--- src/rtl/issue_ctrl_pkg.sv ---
// Shared definitions for the issue controller: RV32I major opcodes, the
// redirect FSM state encoding and the opcode -> operand-use decode.
package issue_ctrl_pkg;

  localparam logic [6:0] OPC_OP     = 7'b0110011;
  localparam logic [6:0] OPC_OP_IMM = 7'b0010011;
  localparam logic [6:0] OPC_LOAD   = 7'b0000011;
  localparam logic [6:0] OPC_STORE  = 7'b0100011;
  localparam logic [6:0] OPC_BRANCH = 7'b1100011;
  localparam logic [6:0] OPC_JAL    = 7'b1101111;
  localparam logic [6:0] OPC_JALR   = 7'b1100111;
  localparam logic [6:0] OPC_LUI    = 7'b0110111;
  localparam logic [6:0] OPC_AUIPC  = 7'b0010111;
  localparam logic [6:0] OPC_FENCE  = 7'b0001111;
  localparam logic [6:0] OPC_SYSTEM = 7'b1110011;

  typedef enum logic {
    ST_RUN    = 1'b0,
    ST_REFILL = 1'b1
  } state_e;

  typedef struct packed {
    logic rs1;
    logic rs2;
    logic rd;
  } opnd_use_t;

  // Which register fields the instruction actually reads/writes.
  // FENCE, SYSTEM and unknown opcodes touch no registers.
  function automatic opnd_use_t opnd_use(input logic [6:0] opc);
    opnd_use_t u;
    u = '0;
    case (opc)
      OPC_OP:                          begin u.rs1 = 1'b1; u.rs2 = 1'b1; u.rd = 1'b1; end
      OPC_STORE, OPC_BRANCH:           begin u.rs1 = 1'b1; u.rs2 = 1'b1; end
      OPC_OP_IMM, OPC_LOAD, OPC_JALR:  begin u.rs1 = 1'b1; u.rd = 1'b1; end
      OPC_JAL, OPC_LUI, OPC_AUIPC:     u.rd = 1'b1;
      default:                         u = '0;
    endcase
    return u;
  endfunction

endpackage

--- src/rtl/issue_ctrl_scoreboard.sv ---
// Register scoreboard: one busy bit per architectural register (x0 is
// hard-wired to not busy). Ports:
//   clk, rst          clock, synchronous active-high reset
//   set_en/set_idx    mark a register as pending writeback
//   clr_en/clr_idx    retire a pending writeback (clear wins over set)
//   rd_idx_*/busy_*   three combinational lookups (rs1, rs2, rd)
//   clr_idle          clear requested on a register that is not busy
module issue_scoreboard
  import issue_ctrl_pkg::*;
(
  input  logic       clk,
  input  logic       rst,
  input  logic       set_en,
  input  logic [4:0] set_idx,
  input  logic       clr_en,
  input  logic [4:0] clr_idx,
  input  logic [4:0] rd_idx_a,
  input  logic [4:0] rd_idx_b,
  input  logic [4:0] rd_idx_c,
  output logic       busy_a,
  output logic       busy_b,
  output logic       busy_c,
  output logic       clr_idle
);

  logic [31:0] busy_q, busy_d;

  always_comb begin
    busy_d = busy_q;
    if (set_en) busy_d[set_idx] = 1'b1;
    if (clr_en) busy_d[clr_idx] = 1'b0;
    // bit 0 stays a constant zero flop; synthesis removes it
    busy_d[0] = 1'b0;
  end

  always_ff @(posedge clk) begin
    if (rst) busy_q <= '0;
    else     busy_q <= busy_d;
  end

  assign busy_a   = busy_q[rd_idx_a];
  assign busy_b   = busy_q[rd_idx_b];
  assign busy_c   = busy_q[rd_idx_c];
  assign clr_idle = clr_en & ~busy_q[clr_idx];

endmodule

--- src/rtl/issue_ctrl.sv ---
// Issue controller between decode and execute. Blocks issue on RAW/WAW
// hazards against the scoreboard, caps in-flight instructions, and turns a
// taken branch into a registered FLUSH/PC_SET pulse followed by a refill
// window in which issue is masked.
// Ports:
//   CLK, RST                       clock, synchronous active-high reset
//   D_VALID/D_OPCODE/D_REG_*       decoded instruction
//   EX_READY                       execute accepts this cycle
//   W_VALID/W_REG_WE/W_REG_D       retirement
//   BR_REQ/BR_PC                   taken branch/jump redirect
//   STALL/ISSUE                    combinational decode handshake
//   FLUSH/PC_SET/PC_NEW            registered redirect pulse
//   INFLIGHT                       issued-but-not-retired count
//   ERR                            sticky protocol error
module issue_ctrl
  import issue_ctrl_pkg::*;
#(
  parameter int MAX_INFLIGHT  = 4,
  parameter int REFILL_CYCLES = 2
) (
  input  logic        CLK,
  input  logic        RST,
  input  logic        D_VALID,
  input  logic [6:0]  D_OPCODE,
  input  logic [4:0]  D_REG_D,
  input  logic [4:0]  D_REG_S1,
  input  logic [4:0]  D_REG_S2,
  input  logic        EX_READY,
  input  logic        W_VALID,
  input  logic        W_REG_WE,
  input  logic [4:0]  W_REG_D,
  input  logic        BR_REQ,
  input  logic [31:0] BR_PC,
  output logic        STALL,
  output logic        ISSUE,
  output logic        FLUSH,
  output logic        PC_SET,
  output logic [31:0] PC_NEW,
  output logic [3:0]  INFLIGHT,
  output logic        ERR
);

  localparam int CW = $clog2(REFILL_CYCLES + 1);

  state_e       state_q, state_d;
  logic [CW-1:0] cnt_q, cnt_d;
  logic [3:0]   inflight_q, inflight_d;
  logic         err_q, err_d;
  logic         flush_q, flush_d;
  logic [31:0]  pc_new_q, pc_new_d;

  opnd_use_t use_w;
  logic      busy_rs1, busy_rs2, busy_rd, clr_idle;
  logic      hazard, issue, stall, retire_clr;

  assign use_w      = opnd_use(D_OPCODE);
  assign retire_clr = W_VALID & W_REG_WE & (W_REG_D != 5'd0);

  issue_scoreboard u_sb (
    .clk      (CLK),
    .rst      (RST),
    .set_en   (issue & use_w.rd),
    .set_idx  (D_REG_D),
    .clr_en   (retire_clr),
    .clr_idx  (W_REG_D),
    .rd_idx_a (D_REG_S1),
    .rd_idx_b (D_REG_S2),
    .rd_idx_c (D_REG_D),
    .busy_a   (busy_rs1),
    .busy_b   (busy_rs2),
    .busy_c   (busy_rd),
    .clr_idle (clr_idle)
  );

  // x0 reads as never busy in the scoreboard, so no explicit !=0 terms needed
  assign hazard = (use_w.rs1 & busy_rs1) | (use_w.rs2 & busy_rs2) | (use_w.rd & busy_rd);

  always_comb begin
    issue = 1'b0;
    stall = 1'b0;
    if (!RST && state_q == ST_RUN) begin
      issue = D_VALID & ~hazard & EX_READY & (inflight_q < 4'(MAX_INFLIGHT)) & ~BR_REQ;
      stall = D_VALID & ~issue & ~BR_REQ;
    end
  end

  always_comb begin
    state_d    = state_q;
    cnt_d      = cnt_q;
    inflight_d = inflight_q;
    err_d      = err_q;
    flush_d    = BR_REQ;
    pc_new_d   = BR_REQ ? BR_PC : pc_new_q;

    // a redirect always (re)starts the refill window, even inside one
    if (BR_REQ) begin
      state_d = ST_REFILL;
      cnt_d   = CW'(REFILL_CYCLES);
    end else if (state_q == ST_REFILL) begin
      if (cnt_q == CW'(1)) begin
        state_d = ST_RUN;
        cnt_d   = '0;
      end else begin
        cnt_d = cnt_q - CW'(1);
      end
    end

    case ({issue, W_VALID})
      2'b10:   inflight_d = inflight_q + 4'd1;
      2'b01:   if (inflight_q != 4'd0) inflight_d = inflight_q - 4'd1;
      default: inflight_d = inflight_q;
    endcase

    if ((W_VALID && inflight_q == 4'd0) || clr_idle) err_d = 1'b1;
  end

  always_ff @(posedge CLK) begin
    if (RST) begin
      state_q    <= ST_RUN;
      cnt_q      <= '0;
      inflight_q <= '0;
      err_q      <= 1'b0;
      flush_q    <= 1'b0;
      pc_new_q   <= '0;
    end else begin
      state_q    <= state_d;
      cnt_q      <= cnt_d;
      inflight_q <= inflight_d;
      err_q      <= err_d;
      flush_q    <= flush_d;
      pc_new_q   <= pc_new_d;
    end
  end

  assign ISSUE    = issue;
  assign STALL    = stall;
  assign FLUSH    = flush_q;
  assign PC_SET   = flush_q;
  assign PC_NEW   = pc_new_q;
  assign INFLIGHT = inflight_q;
  assign ERR      = err_q;

endmodule

--- config.mk ---
export PLATFORM = sky130hd
export DESIGN_NAME = issue_ctrl
export DESIGN_NICKNAME = d
export VERILOG_FILES = /design/src/rtl/issue_ctrl_pkg.sv /design/src/rtl/issue_ctrl_scoreboard.sv /design/src/rtl/issue_ctrl.sv
export SDC_FILE = /design/constraint.sdc
export NUM_CORES = 1
export LEC_CHECK = 0
export CAP_MARGIN = 10
export CORE_MARGIN = 2
export CORE_UTILIZATION = 30
export CTS_CLUSTER_SIZE = 24
export DETAILED_ROUTE_END_ITERATION = 10
export PLACE_DENSITY = 0.5
export SETUP_SLACK_MARGIN = 0.1
export SYNTH_ARGS = -nofsm -noshare
export SYNTH_HDL_FRONTEND = slang
export SYNTH_SLANG_ARGS = --single-unit
--- constraint.sdc ---
create_clock -name CLK -period 6.1 [get_ports CLK]
set_input_delay 1.525 -clock CLK [delete_from_list [all_inputs] [get_ports CLK]]
set_output_delay 1.525 -clock CLK [all_outputs]
set_load 0.01 [all_outputs]
## Word level (Yosys, flattened, before mapping)

Index checks and enable logic that the tools add are counted.

| storage, ports and cells | value |
|---|---|
| bits of input ports | 66 |
| word-level logic and storage cells | 98 |
| flip-flop bits (word level) | 73 |

| operators by class | value |
|---|---|
| muxes and demuxes | 27 |
| $add $sub $neg | 3 |
| reductions and logical operators | 16 |
| bitwise operators | 23 |
| eq/ne operators | 13 |
| order comparisons | 7 |

Operators by type and width:

| kind | count |
|---|---|
| 32-bit two-way mux | 2 |
| 32-bit bitwise AND | 1 |
| 32-bit NOT | 1 |
| 32-bit bitwise OR | 1 |
| 5-bit by 6-bit less-than comparator with 1-bit output (second input constant) | 4 |
| 7-bit by 6-bit == test with 1-bit output (second input constant) | 3 |
| 7-bit == test (second input constant) | 3 |
| 1-bit binary-select mux with 5-bit select | 4 |
| 7-bit by 5-bit == test with 1-bit output (second input constant) | 2 |
| 1-bit two-way mux | 14 |
| 1-bit bitwise AND | 13 |
| 1-bit demux with 5-bit select | 2 |
| 5-bit by 1-bit greater-or-equal comparator with 1-bit output (second input constant) | 2 |
| 4-bit one-hot mux with 2 select lines | 1 |
| 7-bit by 2-bit == test with 1-bit output (second input constant) | 1 |
| 7-bit OR reduction | 1 |
| 2-bit two-way mux | 3 |
| 6-bit OR reduction | 1 |
| 1-bit NOT | 5 |
| 5-bit nonzero test | 1 |
| 4-bit by 1-bit adder with 4-bit output (second input constant) | 1 |
| 2-bit by 1-bit == test with 1-bit output (second input constant) | 2 |
| 1-bit logical AND | 4 |
| 4-bit logical NOT | 1 |
| 14 further kinds | 16 |

## Depth between registers and ports, before layout

| logic depth | value |
|---|---|
| depth after elaboration | 16 |
| mapped depth | 16 |
| depth with buffers taken out | 13 |

## Cells and area by module

From an unflattened synthesis, not the netlist that was laid out.

| second synthesis, totals | value |
|---|---|
| cells, all modules | 450 |
| area, all modules | 4220.3 um^2 |

By module, submodules not included:

| module | instances | seq. area each (um^2) | cells each | area each (um^2) |
|---|---|---|---|---|
| issue_scoreboard | 1 | 620.6 | 264 | 2426.1 |
| issue_ctrl | 1 | 820.8 | 186 | 1794.2 |

## Worst setup path before layout

OpenSTA, ideal clock, no wires.

| timing path | value |
|---|---|
| path type | input -> output |
| from | input port D_REG_D[0] |
| to | output port ISSUE |
| cell stages on the path | 9 |
| data required time | 4.575 ns |
| arrival time | 3.163 ns |
| slack | 1.412 ns |
| path through | buf_4 -> mux4_2 -> nor3b_1 -> o31ai_1 -> o2111a_1 -> and4b_1 -> buf_6 -> buf_6 -> buf_6 |

| between the ends | value |
|---|---|
| longest elaborated chain between the ends | 10 |

RTL lines:

| element | RTL line | text |
|---|---|---|
| start: declaration | issue_ctrl.sv:25 | `input logic [4:0] D_REG_D,` |
| 1-bit binary-select mux with 5-bit select | issue_ctrl_scoreboard.sv:43 | `assign busy_c = busy_q[rd_idx_c];` |
| 1-bit two-way mux (implied by the code) | issue_ctrl_scoreboard.sv:43 |  |
| 1-bit bitwise AND | issue_ctrl.sv:76 | `assign hazard = (use_w.rs1 & busy_rs1) \| (use_w.rs2 & busy_rs2) \| (use_w.rd & busy_rd);` |
| 1-bit bitwise OR | issue_ctrl.sv:76 |  |
| 1-bit NOT | issue_ctrl.sv:82 | `issue = D_VALID & ~hazard & EX_READY & (inflight_q < 4'(MAX_INFLIGHT)) & ~BR_REQ;` |
| 1-bit bitwise AND (4 in series) | issue_ctrl.sv:82 |  |
| 1-bit two-way mux | issue_ctrl.sv:81 | `if (!RST && state_q == ST_RUN) begin` |
| end: declaration | issue_ctrl.sv:35 | `output logic ISSUE,` |

Every way passes these cells. The select of a mux whose other input is x is not followed.

## Worst setup path in the final report

| timing path | value |
|---|---|
| from | input port D_REG_S2[1] |
| to | output port ISSUE |

| between the ends | value |
|---|---|
| longest elaborated chain between the ends | 11 |

RTL lines:

| element | RTL line | text |
|---|---|---|
| start: declaration | issue_ctrl.sv:27 | `input logic [4:0] D_REG_S2,` |
| 1-bit binary-select mux with 5-bit select | issue_ctrl_scoreboard.sv:42 | `assign busy_b = busy_q[rd_idx_b];` |
| 1-bit two-way mux (implied by the code) | issue_ctrl_scoreboard.sv:42 |  |
| 1-bit bitwise AND | issue_ctrl.sv:76 |  |
| 1-bit bitwise OR (2 in series) | issue_ctrl.sv:76 |  |
| 1-bit NOT | issue_ctrl.sv:82 |  |
| 1-bit bitwise AND (4 in series) | issue_ctrl.sv:82 |  |
| 1-bit two-way mux | issue_ctrl.sv:81 |  |

Every way passes these cells. The select of a mux whose other input is x is not followed.

==> flow_summary.yaml <==
hold_path:
  hold_class: "reg -> reg"
  hold_path_depth: 2
routing:
  first_pass_iters: 4
  antenna_left: 0
  viasPerCell: 5.34
  vias: 4075
  drtIter0Drc: 233
  wirelength_um: 13800
  avgRoutedWirePerCell_um: 18.1
  drc: 0
clocking:
  clkTransAtPathRegs_ns: 0.06
  insertion_delay_ns: 0.34
  cts_max_path_buffers: 2
  cts_max_level: 3
  cts.sinks: 72
  cts_setup_buffers: 0
  post_cts_resized: 0
  cts_tree: "built"
  numCtsBuffers: 9
  root_buffer: "clkbuf_16"
  cts-hold-fix-buffers: 0
setup_path:
  crit_arrival_ns: 4.31
  reg2regPathDepth: 14
  rr_startpoint: "u_sb.busy_q[6]"
  path_cells: "clkdlybuf4s50_1 > mux4_1 > nor2_1 > a211oi_1 > o211ai_1 > and4b_1 > clkdlybuf4s50_1"
  cp_common_cell: "clkdlybuf4s50_1"
  r2r-end: "INFLIGHT[3]"
  critPathKind: "in -> out"
  start_kind: "input port"
  setup.worst_path.end_class: "output port"
  crit_end: "ISSUE"
  r2r_setup_slack_ns: 2.29
  critPathMaxFanout: 7
  cp_slowest_cell: "clkdlybuf4s50_1"
  cp.buffers_inverters: 2
  max_stage_delay_ns: 0.77
  critical_path_depth: 7
  startpoint: "D_REG_S2[1]"
  path_delay_family: "buffers and inverters"
  required_ns: 4.58
timing:
  fin_crit_ns: 5.83
  hold_viol: 0
  slew_viol_final: 0
  relSlewSlack: 0.414
  tightest_slew_ns: 0.877
  min_period_over_period: 0.956
  fin_skew_ns: 0.00575
  fin_tns_setup_ns: 0
  max_freq_mhz: 171
  setup_viol: 0
  grt_setup_unrepaired: "no"
logic_synthesis:
  yosys.area.top_type: "dfxtp_1"
  yosys-top-cells-area: "dfxtp_1, mux4_2, mux2i_1, nor2_1, a211oi_1"
  syn_area_um2: 4490
  synth_edf_count: 0
  ys_warn_count: 0
  async_flop_share: 0
  syn_nets: 561
  yosys_most_used_dff: "dfxtp_1"
  synth_cells: 491
  synth.top_cell.area_share: 0.321
  seq_area_frac_synth: 0.321
  synth-seq-cells: 72
  synth_area_per_cell_um2: 9.14
  yosysUniqueCellTypes: 54
status:
  status: "completed"
floorplan:
  num_rows: 44
  die_w_um: 126
  die_height_um: 126
  dieArea_um2: 16000
  io_pins: 107
  core_area_um2: 14600
  initial_core_util: 0.308
place:
  dp_hpwl_um: 10100
  port_buffers: 106
  place_congestion: 0.862
finish:
  final_common_cell: "clkdlybuf4s50_1"
  layout_common_cells: "clkdlybuf4s50_1, nor2_1, dfxtp_1"
  drive_above_1_share: 0.131
  regArea_um2: 1440
  area.growth.synth_to_final_pct: 32.2
  nets: 644
  final.fill_count: 1418
  n_antenna_cell: 0
  post-route-util: 0.407
  multi_input_area_um2: 2700
run:
  drv_cap: 0
power_and_ir_drop:
  powerDensity_nw_per_um2: 215
  cellLeakagePower_nw: 2.10
  finalPower_mw: 1.28
  peakVddDrop_uv: 157
global_routing:
  antenna_found_initial: 0
  grt_first_pass_wirelength_um: 22700
  grt_use_total: 0.180
  grt-ovfl-total: 0
  grt_max_degree: 74
  grt_pass1_vias: 4204
per-layer routing:
layer / GRT usage / up-vias / part of all wire
met5: 0 / - / 0
met4: 0.0698 / 0 / 0.026
met3: 0.0624 / 30 / 0.098
met2: 0.272 / 172 / 0.44
met1: 0.237 / 1916 / 0.44
li1: - / 1957 / -
worst min path at each step:
stage                          startpoint         endpoint  slack (ns)
after floorplan           u_sb.busy_q[26]  u_sb.busy_q[26]        0.46
after global placement         PC_NEW[20]       PC_NEW[20]        0.47
after detailed placement              ERR              ERR        0.48
after CTS                             ERR              ERR        0.50
after global routing           PC_NEW[29]       PC_NEW[29]        0.51
final                                 ERR              ERR        0.49
flip-flops by register name, summed over array words and instances (netlist names):
register     cells
state_q          1
PC_NEW          32
u_sb.busy_q     31
ERR              1
INFLIGHT         4
cnt_q            2
FLUSH            1
cells by family (layout without fill, tap and decap cells):
group,after synthesis,in the layout,share of synthesized area
and+or+nand+nor,183,183,0.210
buffers and inverters,79,167,0.0792
muxes,76,76,0.244
AOI/OAI and AO/OA,75,75,0.129
DFF,72,72,0.321
adders and majority gates,4,4,0.0128
xor gates and xnor gates,2,2,0.00390
final cells by class:
type                            instances  area share
Clock inverter                          5     0.00927
Multi-Input combinational cell        340       0.454
Sequential cell                        72       0.243
Tap cell                              184      0.0388
Timing Repair Buffer                  117       0.191
Inverter                               34      0.0215
Clock buffer                           11      0.0426
synthesized netlist by cell type, types with 3 or more instances:
library cell / count
buf_4: 6
nand3_2: 5
dfxtp_1: 72
clkbuf_1: 27
buf_2: 4
nand2_1: 15
a31oi_1: 11
nor3b_1: 5
and2_1: 3
a221oi_1: 10
mux2i_1: 41
or3_1: 3
mux2_2: 10
nor3_1: 15
ha_1: 3
o22ai_1: 3
nand4b_1: 9
inv_1: 34
nand3_1: 9
nand4_1: 9
nand3b_1: 5
a211oi_1: 20
buf_1: 3
nand2b_1: 5
a211oi_2: 6
a21oi_1: 9
nor2b_1: 5
buf_6: 4
nor2_1: 85
mux4_2: 23
per-stage QoR:
stage	hold slack [ns]	cell area (µm²)	setup slack, ns	cells
floorplan	0.455	4490	1.41	491
global placement	0.472	5630	0.234	747
detailed placement	0.477	5630	0.234	747
CTS	0.496	5940	0.225	763
global route	0.515	5940	0.113	763
finish	0.488	5940	0.268	763
worst reg2reg max path, delay by kind of cell, from the launching register on:
family / cells / cell delay, ns
muxes: 4 / 1.14
AOI/OAI and AO/OA: 4 / 0.78
and+or+nand+nor: 3 / 0.59
buffers and inverters: 2 / 0.52
DFF: 1 / 0.39
adders and majority gates: 1 / 0.27
power breakdown:
part           internal, mW  switching (mW)
logic                 0.119           0.112
registers             0.490          0.0132
clock network         0.337           0.204
total                 0.946           0.330
No activity file was read; power rests on OpenSTA's default activity.
